[src/rtl/muldiv_pkg.sv]
// muldiv_pkg: shared definitions for the iterative multiply/divide unit.
//   - op encodings driven by the decoder on muldiv_if.op
//   - FSM state type used by muldiv_unit
package muldiv_pkg;

  localparam logic [1:0] OP_MULT  = 2'b00;
  localparam logic [1:0] OP_MULTU = 2'b01;
  localparam logic [1:0] OP_DIV   = 2'b10;
  localparam logic [1:0] OP_DIVU  = 2'b11;

  typedef enum logic [1:0] {
    IDLE     = 2'd0,
    CALC     = 2'd1,
    SIGN_FIX = 2'd2
  } state_e;

endpackage

[src/rtl/muldiv_if.sv]
// muldiv_if: EX-stage <-> multiply/divide unit connection.
//   master (pipeline side) drives: start, op, src_a, src_b, flush,
//                                  mthi_we, mtlo_we, wr_data
//   slave  (muldiv_unit)   drives: busy, done, hi, lo
interface muldiv_if #(
  parameter int WIDTH = 32
);

  logic             start;
  logic [1:0]       op;
  logic [WIDTH-1:0] src_a;
  logic [WIDTH-1:0] src_b;
  logic             flush;
  logic             mthi_we;
  logic             mtlo_we;
  logic [WIDTH-1:0] wr_data;
  logic             busy;
  logic             done;
  logic [WIDTH-1:0] hi;
  logic [WIDTH-1:0] lo;

  modport master (
    output start, op, src_a, src_b, flush, mthi_we, mtlo_we, wr_data,
    input  busy, done, hi, lo
  );

  modport slave (
    input  start, op, src_a, src_b, flush, mthi_we, mtlo_we, wr_data,
    output busy, done, hi, lo
  );

endinterface

[src/rtl/muldiv_step.sv]
// muldiv_step: combinational datapath retiring UNROLL bits per call.
//   is_div  : 1 = restoring-divide step, 0 = shift-add multiply step
//   acc_in  : {upper, lower} working register
//             multiply: {partial product, remaining multiplier bits}
//             divide  : {partial remainder, remaining dividend / quotient}
//   opnd    : multiplicand (multiply) or divisor (divide), unsigned magnitude
//   acc_out : working register after UNROLL steps
module muldiv_step #(
  parameter int WIDTH  = 32,
  parameter int UNROLL = 1
) (
  input  logic                 is_div,
  input  logic [2*WIDTH-1:0]   acc_in,
  input  logic [WIDTH-1:0]     opnd,
  output logic [2*WIDTH-1:0]   acc_out
);

  logic [2*WIDTH-1:0] acc;
  logic [WIDTH:0]     rem_sh;
  logic [WIDTH:0]     diff;
  logic [WIDTH:0]     sum;

  always_comb begin
    // NOTE: every variable written here gets a default first so no path
    // leaves it unassigned, which would infer a latch.
    acc    = acc_in;
    rem_sh = '0;
    diff   = '0;
    sum    = '0;
    for (int i = 0; i < UNROLL; i++) begin
      if (is_div) begin
        // Shift the next dividend bit into the remainder, trial-subtract.
        // Remainder < divisor, so a borrow always shows up in bit WIDTH.
        rem_sh = {acc[2*WIDTH-1:WIDTH], acc[WIDTH-1]};
        diff   = rem_sh - {1'b0, opnd};
        if (!diff[WIDTH]) begin
          acc = {diff[WIDTH-1:0], acc[WIDTH-2:0], 1'b1};
        end else begin
          acc = {rem_sh[WIDTH-1:0], acc[WIDTH-2:0], 1'b0};
        end
      end else begin
        // Add multiplicand if the current multiplier LSB is set, then shift
        // the carry-extended sum down into the product.
        sum = {1'b0, acc[2*WIDTH-1:WIDTH]} + (acc[0] ? {1'b0, opnd} : '0);
        acc = {sum, acc[WIDTH-1:1]};
      end
    end
    acc_out = acc;
  end

endmodule

[src/rtl/muldiv_unit.sv]
// muldiv_unit: iterative MULT/MULTU/DIV/DIVU with architectural HI/LO.
//   clk   : clock
//   reset : synchronous active-high reset (aborts op, clears HI/LO)
//   bus   : muldiv_if.slave -- start/op/src_a/src_b launch, flush abort,
//           mthi_we/mtlo_we/wr_data direct HI/LO writes, busy/done/hi/lo out
// Parameters: WIDTH (even, >= 4), UNROLL (1, 2 or 4, divides WIDTH).
// Optional build macro MULDIV_EARLY_OUT_EN: zero-operand multiplies and
// divide-by-zero skip CALC and go straight to SIGN_FIX.
module muldiv_unit
  import muldiv_pkg::*;
#(
  parameter int WIDTH  = 32,
  parameter int UNROLL = 1
) (
  input  logic    clk,
  input  logic    reset,
  muldiv_if.slave bus
);

  localparam int N     = WIDTH / UNROLL;
  localparam int CNT_W = $clog2(N) + 1;
  localparam logic [CNT_W-1:0] LAST = CNT_W'(N - 1);

  state_e state, state_n;

  logic [CNT_W-1:0]   count;
  logic [2*WIDTH-1:0] acc, acc_init, step_out;
  logic [WIDTH-1:0]   opnd, opnd_init;
  logic               is_div, q_neg, r_neg, div0;
  logic [WIDTH-1:0]   hi_q, lo_q, hi_n, lo_n;

  // Start-cycle decode of the incoming operation.
  logic             is_div_in, signed_in, sa, sb, zero_a, zero_b, div0_in;
  logic [WIDTH-1:0] mag_a, mag_b;
  logic             early, load, calc_en, fix_en, mt_go;

  assign is_div_in = bus.op[1];
  assign signed_in = !bus.op[0];
  assign sa        = signed_in && bus.src_a[WIDTH-1];
  assign sb        = signed_in && bus.src_b[WIDTH-1];
  assign mag_a     = sa ? -bus.src_a : bus.src_a;
  assign mag_b     = sb ? -bus.src_b : bus.src_b;
  assign zero_a    = (bus.src_a == '0);
  assign zero_b    = (bus.src_b == '0);
  assign div0_in   = is_div_in && zero_b;

`ifdef MULDIV_EARLY_OUT_EN
  assign early = is_div_in ? zero_b : (zero_a || zero_b);
`else
  assign early = 1'b0;
`endif

  // Divide-by-zero preloads its final answer {src_a, all ones} and the
  // accumulator is frozen through CALC, so early and full-length paths
  // agree. A zero-operand multiply likewise preloads a zero product.
  always_comb begin
    acc_init  = '0;
    opnd_init = '0;
    if (is_div_in) begin
      opnd_init = mag_b;
      acc_init  = div0_in ? {bus.src_a, {WIDTH{1'b1}}} : {{WIDTH{1'b0}}, mag_a};
    end else begin
      opnd_init = mag_a;
      acc_init  = (zero_a || zero_b) ? '0 : {{WIDTH{1'b0}}, mag_b};
    end
  end

  muldiv_step #(
    .WIDTH  (WIDTH),
    .UNROLL (UNROLL)
  ) u_step (
    .is_div  (is_div),
    .acc_in  (acc),
    .opnd    (opnd),
    .acc_out (step_out)
  );

  // FSM state register.
  always_ff @(posedge clk) begin
    // NOTE: state and datapath registers use non-blocking assignments so
    // every flop samples pre-edge values regardless of block ordering.
    if (reset) begin
      state <= IDLE;
    end else begin
      state <= state_n;
    end
  end

  // Next-state and control strobes; flush overrides everything.
  always_comb begin
    state_n = state;
    load    = 1'b0;
    calc_en = 1'b0;
    fix_en  = 1'b0;
    if (!bus.flush) begin
      unique case (state)
        IDLE: begin
          if (bus.start) begin
            load    = 1'b1;
            state_n = early ? SIGN_FIX : CALC;
          end
        end
        CALC: begin
          calc_en = 1'b1;
          if (count == LAST) state_n = SIGN_FIX;
        end
        SIGN_FIX: begin
          fix_en  = 1'b1;
          state_n = IDLE;
        end
        default: state_n = IDLE;
      endcase
    end else begin
      state_n = IDLE;
    end
  end

  assign mt_go    = (state == IDLE) && !bus.start && !bus.flush;
  assign bus.busy = ((state == IDLE) && bus.start) || (state != IDLE);
  assign bus.done = fix_en;
  assign bus.hi   = hi_q;
  assign bus.lo   = lo_q;

  // Apply result signs. Signed overflow (most-negative / -1) needs no
  // special case: magnitude quotient is 2^(WIDTH-1) with positive sign.
  always_comb begin
    hi_n = '0;
    lo_n = '0;
    if (is_div) begin
      lo_n = q_neg ? -acc[WIDTH-1:0]       : acc[WIDTH-1:0];
      hi_n = r_neg ? -acc[2*WIDTH-1:WIDTH] : acc[2*WIDTH-1:WIDTH];
    end else begin
      {hi_n, lo_n} = q_neg ? -acc : acc;
    end
  end

  // Datapath, counter and architectural HI/LO.
  always_ff @(posedge clk) begin
    if (reset) begin
      count  <= '0;
      acc    <= '0;
      opnd   <= '0;
      is_div <= 1'b0;
      q_neg  <= 1'b0;
      r_neg  <= 1'b0;
      div0   <= 1'b0;
      hi_q   <= '0;
      lo_q   <= '0;
    end else begin
      if (load) begin
        count  <= '0;
        acc    <= acc_init;
        opnd   <= opnd_init;
        is_div <= is_div_in;
        div0   <= div0_in;
        q_neg  <= div0_in ? 1'b0 : (sa ^ sb);
        r_neg  <= (is_div_in && !div0_in) ? sa : 1'b0;
      end else if (calc_en) begin
        count <= count + CNT_W'(1);
        if (!div0) acc <= step_out;
      end

      if (fix_en) begin
        hi_q <= hi_n;
        lo_q <= lo_n;
      end else if (mt_go) begin
        if (bus.mthi_we) hi_q <= bus.wr_data;
        if (bus.mtlo_we) lo_q <= bus.wr_data;
      end
    end
  end

endmodule

[src/flat_wrapper.sv]
// flat-port wrapper written by rule: the top's interface ports become plain ports
module muldiv_unit_flat import muldiv_pkg::*;
#(
  parameter int WIDTH  = 32,
  parameter int UNROLL = 1
)
  (clk, reset, bus_start, bus_op, bus_src_a, bus_src_b, bus_flush, bus_mthi_we, bus_mtlo_we, bus_wr_data, bus_busy, bus_done, bus_hi, bus_lo);
  muldiv_if #(.WIDTH(WIDTH)) bus_i ();
  input  logic clk;
  input  logic reset;
  input wire logic [$bits(bus_i.start)-1:0] bus_start;
  input wire logic [$bits(bus_i.op)-1:0] bus_op;
  input wire logic [$bits(bus_i.src_a)-1:0] bus_src_a;
  input wire logic [$bits(bus_i.src_b)-1:0] bus_src_b;
  input wire logic [$bits(bus_i.flush)-1:0] bus_flush;
  input wire logic [$bits(bus_i.mthi_we)-1:0] bus_mthi_we;
  input wire logic [$bits(bus_i.mtlo_we)-1:0] bus_mtlo_we;
  input wire logic [$bits(bus_i.wr_data)-1:0] bus_wr_data;
  output wire logic [$bits(bus_i.busy)-1:0] bus_busy;
  output wire logic [$bits(bus_i.done)-1:0] bus_done;
  output wire logic [$bits(bus_i.hi)-1:0] bus_hi;
  output wire logic [$bits(bus_i.lo)-1:0] bus_lo;
  assign bus_i.start = bus_start;
  assign bus_i.op = bus_op;
  assign bus_i.src_a = bus_src_a;
  assign bus_i.src_b = bus_src_b;
  assign bus_i.flush = bus_flush;
  assign bus_i.mthi_we = bus_mthi_we;
  assign bus_i.mtlo_we = bus_mtlo_we;
  assign bus_i.wr_data = bus_wr_data;
  assign bus_busy = bus_i.busy;
  assign bus_done = bus_i.done;
  assign bus_hi = bus_i.hi;
  assign bus_lo = bus_i.lo;
  muldiv_unit #(.WIDTH(WIDTH), .UNROLL(UNROLL)) u_core (.clk(clk), .reset(reset), .bus(bus_i));
endmodule
[config.mk]
export PLATFORM = sky130hd
export DESIGN_NAME = muldiv_unit_flat
export DESIGN_NICKNAME = d
export VERILOG_FILES = /design/src/rtl/muldiv_pkg.sv /design/src/rtl/muldiv_if.sv /design/src/rtl/muldiv_step.sv /design/src/rtl/muldiv_unit.sv /design/src/flat_wrapper.sv
export SDC_FILE = /design/constraint.sdc
export NUM_CORES = 1
export LEC_CHECK = 0
export BUFFER_PORTS_ARGS = -buffer_cell sky130_fd_sc_hd__clkbuf_2
export CORE_MARGIN = 2
export CORE_UTILIZATION = 65
export CTS_CLUSTER_DIAMETER = 80
export DETAILED_ROUTE_END_ITERATION = 7
export HOLD_SLACK_MARGIN = 0.12
export PLACE_DENSITY = 0.87
export SLEW_MARGIN = 20
export SYNTH_ARGS = -nofsm -noshare
export SYNTH_HDL_FRONTEND = slang
export SYNTH_SLANG_ARGS = --single-unit
[constraint.sdc]
create_clock -name clk -period 8 [get_ports clk]
set_input_delay 0.8 -clock clk [delete_from_list [all_inputs] [get_ports clk]]
set_output_delay 0.8 -clock clk [all_outputs]
set_load 0.01 [all_outputs]
==> metrics.txt, run 1 <==
status=complete, no violations; Fin Setup TNS=0 ns; Worst Hold Class=flop to flop; Cell Chain, Critical Path=inv_1 -> buf_4 -> nor2_1 -> ha_1 -> a211oi_1 -> o211ai_1 -> a22oi_1 -> a21oi_1 -> o21a_1 -> o31a_1 -> nor3_1 -> a221oi_1 -> o21a_1 -> a211oi_1; Yosys top cell by area=dfxtp_1; Final Max Slew Viols=0; Post-Route WL=56,300 um; Routed WL per cell=23.5 um; final worst path period share=51.5%; Synth async-reset ratio=0%; TritonRoute pass-1 iters=6; initial core utilization=66.2%; Die Y=156 um; die area=24,400 um^2; PnR worst setup slack=3.88 ns; GP Congestion=1.03; reg2reg setup slack=3.88 ns; Die W=156 um; slowest CP cell=dfxtp_1; fraction of layout cells with a size suffix above 1=13.0%; HPWL after DPL=41,700 um; YS warnings=0; CTS tree=yes; Core Area=22,700 um^2; Max Clock Freq=243 MHz; CP Launch Type=flop; Req. time, crit path=8.35 ns; GRT Util Overall=45.3%; clock skew=0.0123 ns; critical path class=flop to flop; deepest clock path buffer count=2; Clock Latency Late Sink=0.45 ns; actual slew at the worst max-slew pin=1.14 ns; Commonest cells post-synth=259 x nor2_1, 187 x a21oi_1, 184 x nand2_1; WP buf/inv=2; Root Buffer Master=clkbuf_16; cell with the most instances after synthesis=nor2_1; MaxCap Viol Count=0; # diodes=0; H-tree depth=4; Setup crit end kind=flop; CP startpoint=u_core.acc[0]; Pint=0.00172 W; via count=16,518; FILL cells=1,840; first-pass GRT wire length=85,300 um; Post-CTS Setup Inserts=0; Synth-to-Final Area Change=9.83%; largest net degree at the start of global routing=88; Hold Path Origin=u_core.opnd[9]; FF-to-FF Start=u_core.acc[0]; RSZ-0062 raised after global routing=false; post-synthesis area per instance=7.43 um^2; PD cells=175 nW/um^2; sw power=0.00117 W; synth unique cells=77; Max VDD drop=0.144 mV; clock network fraction of total power=30.8%; Synth Cell Area=15,000 um^2; Setup-failing EPs final=0; Synth Flop Type=dfxtp_1; total global routing overflow=0; Reg clk slew, reported paths=0.08 ns; dpl ws=3.90 ns; synth top area cells=dfxtp_1 23%, mux2i_1 7.1%, xnor2_1 7.0%; slew margin rel.=23.9%; Synth Register Bits=172; fin crit period=4.12 ns; CP max FO=31; Comb power frac=35.4%; Hold Vio Cnt, Final=0; CTS sink count=172; nets=2,269; register area share after synthesis=22.9%; CTS Hold Bufs=0; sequential group share of total power=33.8%; Core Rows=55; quantity of gates resized following cts=0; number of global-route vias before repair=15,295; initial antenna violation count=0; Routed Antenna Nets=0; Synthesized Nets=2,200; # DRC=0; leakage power=7.08 nW; switch share=40.5%; io pins=170; Yosys top cell area share=22.9%; PortBufs=169; Synth Instances=2,025; CP delay by family, top=compound AO/OA/AOI/OAI gates; DR vias/cell=6.91; total CTS buffers=17; crit path DAT=4.47 ns; crit-path max cell delay=0.59 ns; Post-synth EDFFs=0; Starting DRT DRC Count=2,235
==> worst paths after layout <==
path                                        to  depth (start not counted)
worst max register to register  u_core.acc[50]                         14
worst max-delay path            u_core.acc[50]                         14
worst min register to register  u_core.opnd[9]                          2
worst min-delay path            u_core.opnd[9]                          2
==> layer usage <==
metal,vias to the layer above,track usage (%),routed length (um),part of all wire [%]
met5,-,0,0,0
met4,0,35.3,4900,8.7
met3,266,9.39,6400,11
met2,1168,69.0,24100,43
met1,7595,55.9,20900,37
li1,7489,-,-,-
==> kinds of logic after synthesis <==
| family | after synthesis | share of synthesized area, % |
|---|---|---|
| compound gates | 598 | 26.0 |
| xor+xnor | 174 | 10.1 |
| fa+ha+maj | 71 | 6.01 |
| buf+inv | 206 | 5.37 |
| flops | 172 | 22.9 |
| mux | 119 | 8.03 |
| simple gates | 685 | 21.6 |
==> power by group through the flow <==
stage	Combinational (W)	Sequential [W]	Clock [W]
CTS	0.000991	0.000968	0.000880
global route	0.00110	0.000976	0.000913
finish	0.00102	0.000975	0.000887
detailed placement	0.000984	0.000988	0
floorplan	0.000705	0.000957	0
global placement	0.000972	0.000986	0
==> cell type report <==
| class | count | area [um^2] | share of cell area (%) |
|---|---|---|---|
| tap | 285 | 357 | 2.16 |
| multi-input combinational | 1647 | 10800 | 65.5 |
| timing repair buffer | 189 | 998 | 6.04 |
| inverter | 67 | 251 | 1.52 |
| clock buffer | 17 | 425 | 2.58 |
| clock inverter | 15 | 214 | 1.30 |
| sequential | 172 | 3440 | 20.9 |
==> registers in the layout, indices dropped and copies added, names as in the netlist <==
signal         cells
u_core.acc        64
u_core.opnd       32
u_core.div0        1
u_core.bus.hi     32
u_core.is_div      1
u_core.bus.lo     32
u_core.state       2
u_core.q_neg       1
u_core.r_neg       1
u_core.count       6
==> stage by stage <==
| stage | instance area (um^2) | util, % | total power (W) | hold WS, ns | std cells |
|---|---|---|---|---|---|
| 6_report | 16500 | 72.7 | 0.00289 | 0.454 | 2392 |
| 5_1_grt | 16500 | 72.7 | 0.00299 | 0.482 | 2392 |
| 4_1_cts | 16500 | 72.7 | 0.00284 | 0.455 | 2392 |
| 3_5_place_dp | 15900 | 69.9 | 0.00197 | 0.445 | 2360 |
| 3_3_place_gp | 15900 | 69.9 | 0.00196 | 0.441 | 2360 |
| 2_1_floorplan | 15000 | - | 0.00166 | 0.432 | 2025 |
==> worst reg2reg max path, stage by stage, from the launching register on <==
cell and delay (ns):
dfxtp_1 0.59, inv_1 0.16, buf_4 0.28, nor2_1 0.30, ha_1 0.30, a211oi_1 0.48
o211ai_1 0.20, a22oi_1 0.30, a21oi_1 0.19, o21a_1 0.24, o31a_1 0.30, nor3_1 0.14
a221oi_1 0.12, o21a_1 0.19, a211oi_1 0.25
==> layout by cell type (no fill, tap or decap), drive strengths merged, types with 9 or more instances in the layout <==
cell and instances:
a211oi 89, a21o 22, a21oi 187, a221oi 25, a31oi 10, a32o 13
and3 13, buf 21, clkbuf 185, clkinv 11, dfxtp 172, ha 69
inv 71, mux2 13, mux2i 106, nand2 185, nand2b 21, nand3 26
nand4 20, nor2 259, nor2b 19, nor3 55, nor4 24, o211ai 45
o21a 9, o21ai 112, o21bai 9, o31ai 11, o41ai 14, or3 23
xnor2 120, xor2 54
(Power assumes the default switching activity.)
==> inputs of run 2 (changes only) <==
--- a/config.mk
+++ b/config.mk
@@ -7,11 +7,11 @@
 export LEC_CHECK = 0
 export BUFFER_PORTS_ARGS = -buffer_cell sky130_fd_sc_hd__clkbuf_2
 export CORE_MARGIN = 2
-export CORE_UTILIZATION = 65
+export CORE_UTILIZATION = 61
 export CTS_CLUSTER_DIAMETER = 80
 export DETAILED_ROUTE_END_ITERATION = 7
 export HOLD_SLACK_MARGIN = 0.12
-export PLACE_DENSITY = 0.87
+export PLACE_DENSITY = 0.83
 export SLEW_MARGIN = 20
 export SYNTH_ARGS = -nofsm -noshare
 export SYNTH_HDL_FRONTEND = slang
==> constraint.sdc (replaced) <==
create_clock -name clk -period 4.1 [get_ports clk]
set_input_delay 0.41 -clock clk [delete_from_list [all_inputs] [get_ports clk]]
set_output_delay 0.41 -clock clk [all_outputs]
set_load 0.01 [all_outputs]
==> metrics.txt, run 2 (synthesis results as in run 1) <==
Hold Path Origin=bus_src_a[5] (was u_core.opnd[9]); status=finished with violations (was complete, no violations); Synth-to-Final Area Change=12.3% (was 9.83%); fraction of layout cells with a size suffix above 1=14.6% (was 13.0%); total CTS buffers=17 (unchanged); actual slew at the worst max-slew pin=1.01 ns (was 1.14 ns); Starting DRT DRC Count=2,121 (was 2,235); die area=25,900 um^2 (was 24,400 um^2); FF-to-FF Start=u_core.acc[58] (was u_core.acc[0]); Routed WL per cell=22.5 um (was 23.5 um); max FFs per register=64 (unchanged); MaxCap Viol Count=0 (unchanged); # DRC=1 (was 0); PD cells=336 nW/um^2 (was 175 nW/um^2); dpl cells=2,439 (was 2,360); CP startpoint=u_core.acc[58] (was u_core.acc[0]); failing checks=DRC; most common cell after layout, fill and taps aside=nor2_1 (unchanged); CTS Hold Bufs=0 (unchanged); initial antenna violation count=2 (was 0); Core Rows=57 (was 55); HPWL after DPL=42,800 um (was 41,700 um); Post-Route WL=55,600 um (was 56,300 um); deepest clock path buffer count=2 (unchanged); RSZ-0062 raised after global routing=false (unchanged); via count=16,389 (was 16,518); critical path class=flop to flop (unchanged); Final Max Slew Viols=0 (unchanged); Root Buffer Master=clkbuf_16 (unchanged); GRT Util Overall=42.0% (was 45.3%); Clock Latency Late Sink=0.45 ns (about the same); CTS sink count=172 (unchanged); Reg clk slew, reported paths=0.09 ns (was 0.08 ns); clock skew=0.0203 ns (was 0.0123 ns); area of the multi-input gates=10,800 um^2 (about the same); Max VDD drop=0.214 mV (was 0.144 mV); crit path DAT=3.97 ns (was 4.47 ns); CP most frequent cell=a211oi_1; crit-path max cell delay=0.57 ns (was 0.59 ns); leakage power=7.30 nW (was 7.08 nW); CP max FO=40 (was 31); Req. time, crit path=4.42 ns (was 8.35 ns); slowest CP cell=dfxtp_1 (unchanged); Core Area=24,200 um^2 (was 22,700 um^2); total global routing overflow=0 (unchanged); initial core utilization=62.0% (was 66.2%); DR vias/cell=6.63 (was 6.91); Routed Antenna Nets=0 (unchanged); GP Congestion=1.00 (was 1.03); cell area after placement=16,200 um^2 (was 15,900 um^2); dpl ws=0.471 ns (was 3.90 ns); Max Clock Freq=274 MHz (was 243 MHz); first-pass GRT wire length=85,200 um (was 85,300 um); TritonRoute pass-1 iters=8 (was 6); Biggest register=u_core.acc (unchanged); nets=2,309 (was 2,269); fin crit period=3.65 ns (was 4.12 ns); CP Launch Type=flop (unchanged); PortBufs=169 (unchanged); Final Total Pwr=0.00567 W (was 0.00289 W); FILL cells=2,070 (was 1,840); slew margin rel.=32.2% (was 23.9%); Storage cell area=3440 um^2 (unchanged); Fin Setup TNS=0 ns (unchanged); Die W=161 um (was 156 um); Die Y=161 um (was 156 um); # diodes=0 (unchanged); Setup-failing EPs final=0 (unchanged); final worst path period share=89.1% (was 51.5%); Cell Chain, Critical Path=ha_1 -> a21oi_1 -> o21ai_0 -> a2111oi_0 -> a211oi_1 -> a211oi_1 -> xnor2_2 -> buf_12 -> mux2_2 -> a221oi_1 -> nor3_1 (was inv_1 -> buf_4 -> nor2_1 -> ha_1 -> a211oi_1 -> o211ai_1 -> a22oi_1 -> a21oi_1 -> o21a_1 -> o31a_1 -> nor3_1 -> a221oi_1 -> o21a_1 -> a211oi_1); H-tree depth=4 (unchanged); number of global-route vias before repair=14,946 (was 15,295); Worst Hold Class=input port to flop (was flop to flop); largest net degree at the start of global routing=110 (was 88); Post-CTS Setup Inserts=0 (unchanged); quantity of gates resized following cts=0 (unchanged); Hold Vio Cnt, Final=0 (unchanged); PnR worst setup slack=0.447 ns (was 3.88 ns); Final Cell Area=16,900 um^2 (was 16,500 um^2); most frequent cells in the layout=257 x nor2_1, 187 x a21oi_1, 181 x nand2_1, 171 x dfxtp_1, 168 x clkbuf_2 (was 258 x nor2_1, 186 x a21oi_1, 181 x nand2_1, 171 x dfxtp_1, 168 x clkbuf_2); Setup crit end kind=flop (unchanged); io pins=170 (unchanged); Layout Cells excl Fill=2,471 (was 2,392); CTS tree=yes (unchanged)
## run 2: cell type report
class / instances / share of cell area [%]
timing repair buffer: 229 / 7.84
clock inverter: 15 / 1.25
clock buffer: 17 / 2.52
multi-input combinational: 1647 / 64.1
tap: 324 / 2.40
inverter: 67 / 1.49
sequential: 172 / 20.4
## run 2: worst max-delay path: cells and delay by family, from the launching register on
family | cells | cell delay, ns
AND/OR/NAND/NOR | 1 | 0.09
XOR/XNOR | 1 | 0.17
flip-flops | 1 | 0.57
buffers and inverters | 1 | 0.28
multiplexers | 1 | 0.37
AO/OA/AOI/OAI | 6 | 1.64
adder cells (fa/ha/maj) | 1 | 0.38
## run 2: routing by layer
layer,vias up,part of all wire [%],global-route usage (%)
li1,7568,-,-
met1,7566,40,56.8
met2,1069,44,65.4
met3,186,10,5.80
met4,0,5.8,21.7
met5,-,0,0
## run 2: worst paths after layout
kind	to	slack (ns)	cells after the start
setup / recovery	u_core.acc[46]	0.45	11
hold / removal	u_core.acc[37]	0.25	3
setup reg to reg	u_core.acc[46]	0.45	11
hold reg to reg	u_core.opnd[9]	0.46	2
## run 2: metrics by stage
| step | util [%] | hold WS, ns |
|---|---|---|
| final | 69.7 | 0.252 |
| after global routing | 69.7 | 0.270 |
| after CTS | 69.6 | 0.250 |
| after detailed placement | 67.0 | 0.447 |
| after global placement | 67.0 | 0.440 |
| after floorplan | - | 0.432 |
## run 2: report_power, final
part / switching [W] / internal (W)
Sequential: 0.000107 / 0.00175
Combinational: 0.00125 / 0.000799
Clock: 0.000913 / 0.000849
Total: 0.00227 / 0.00340
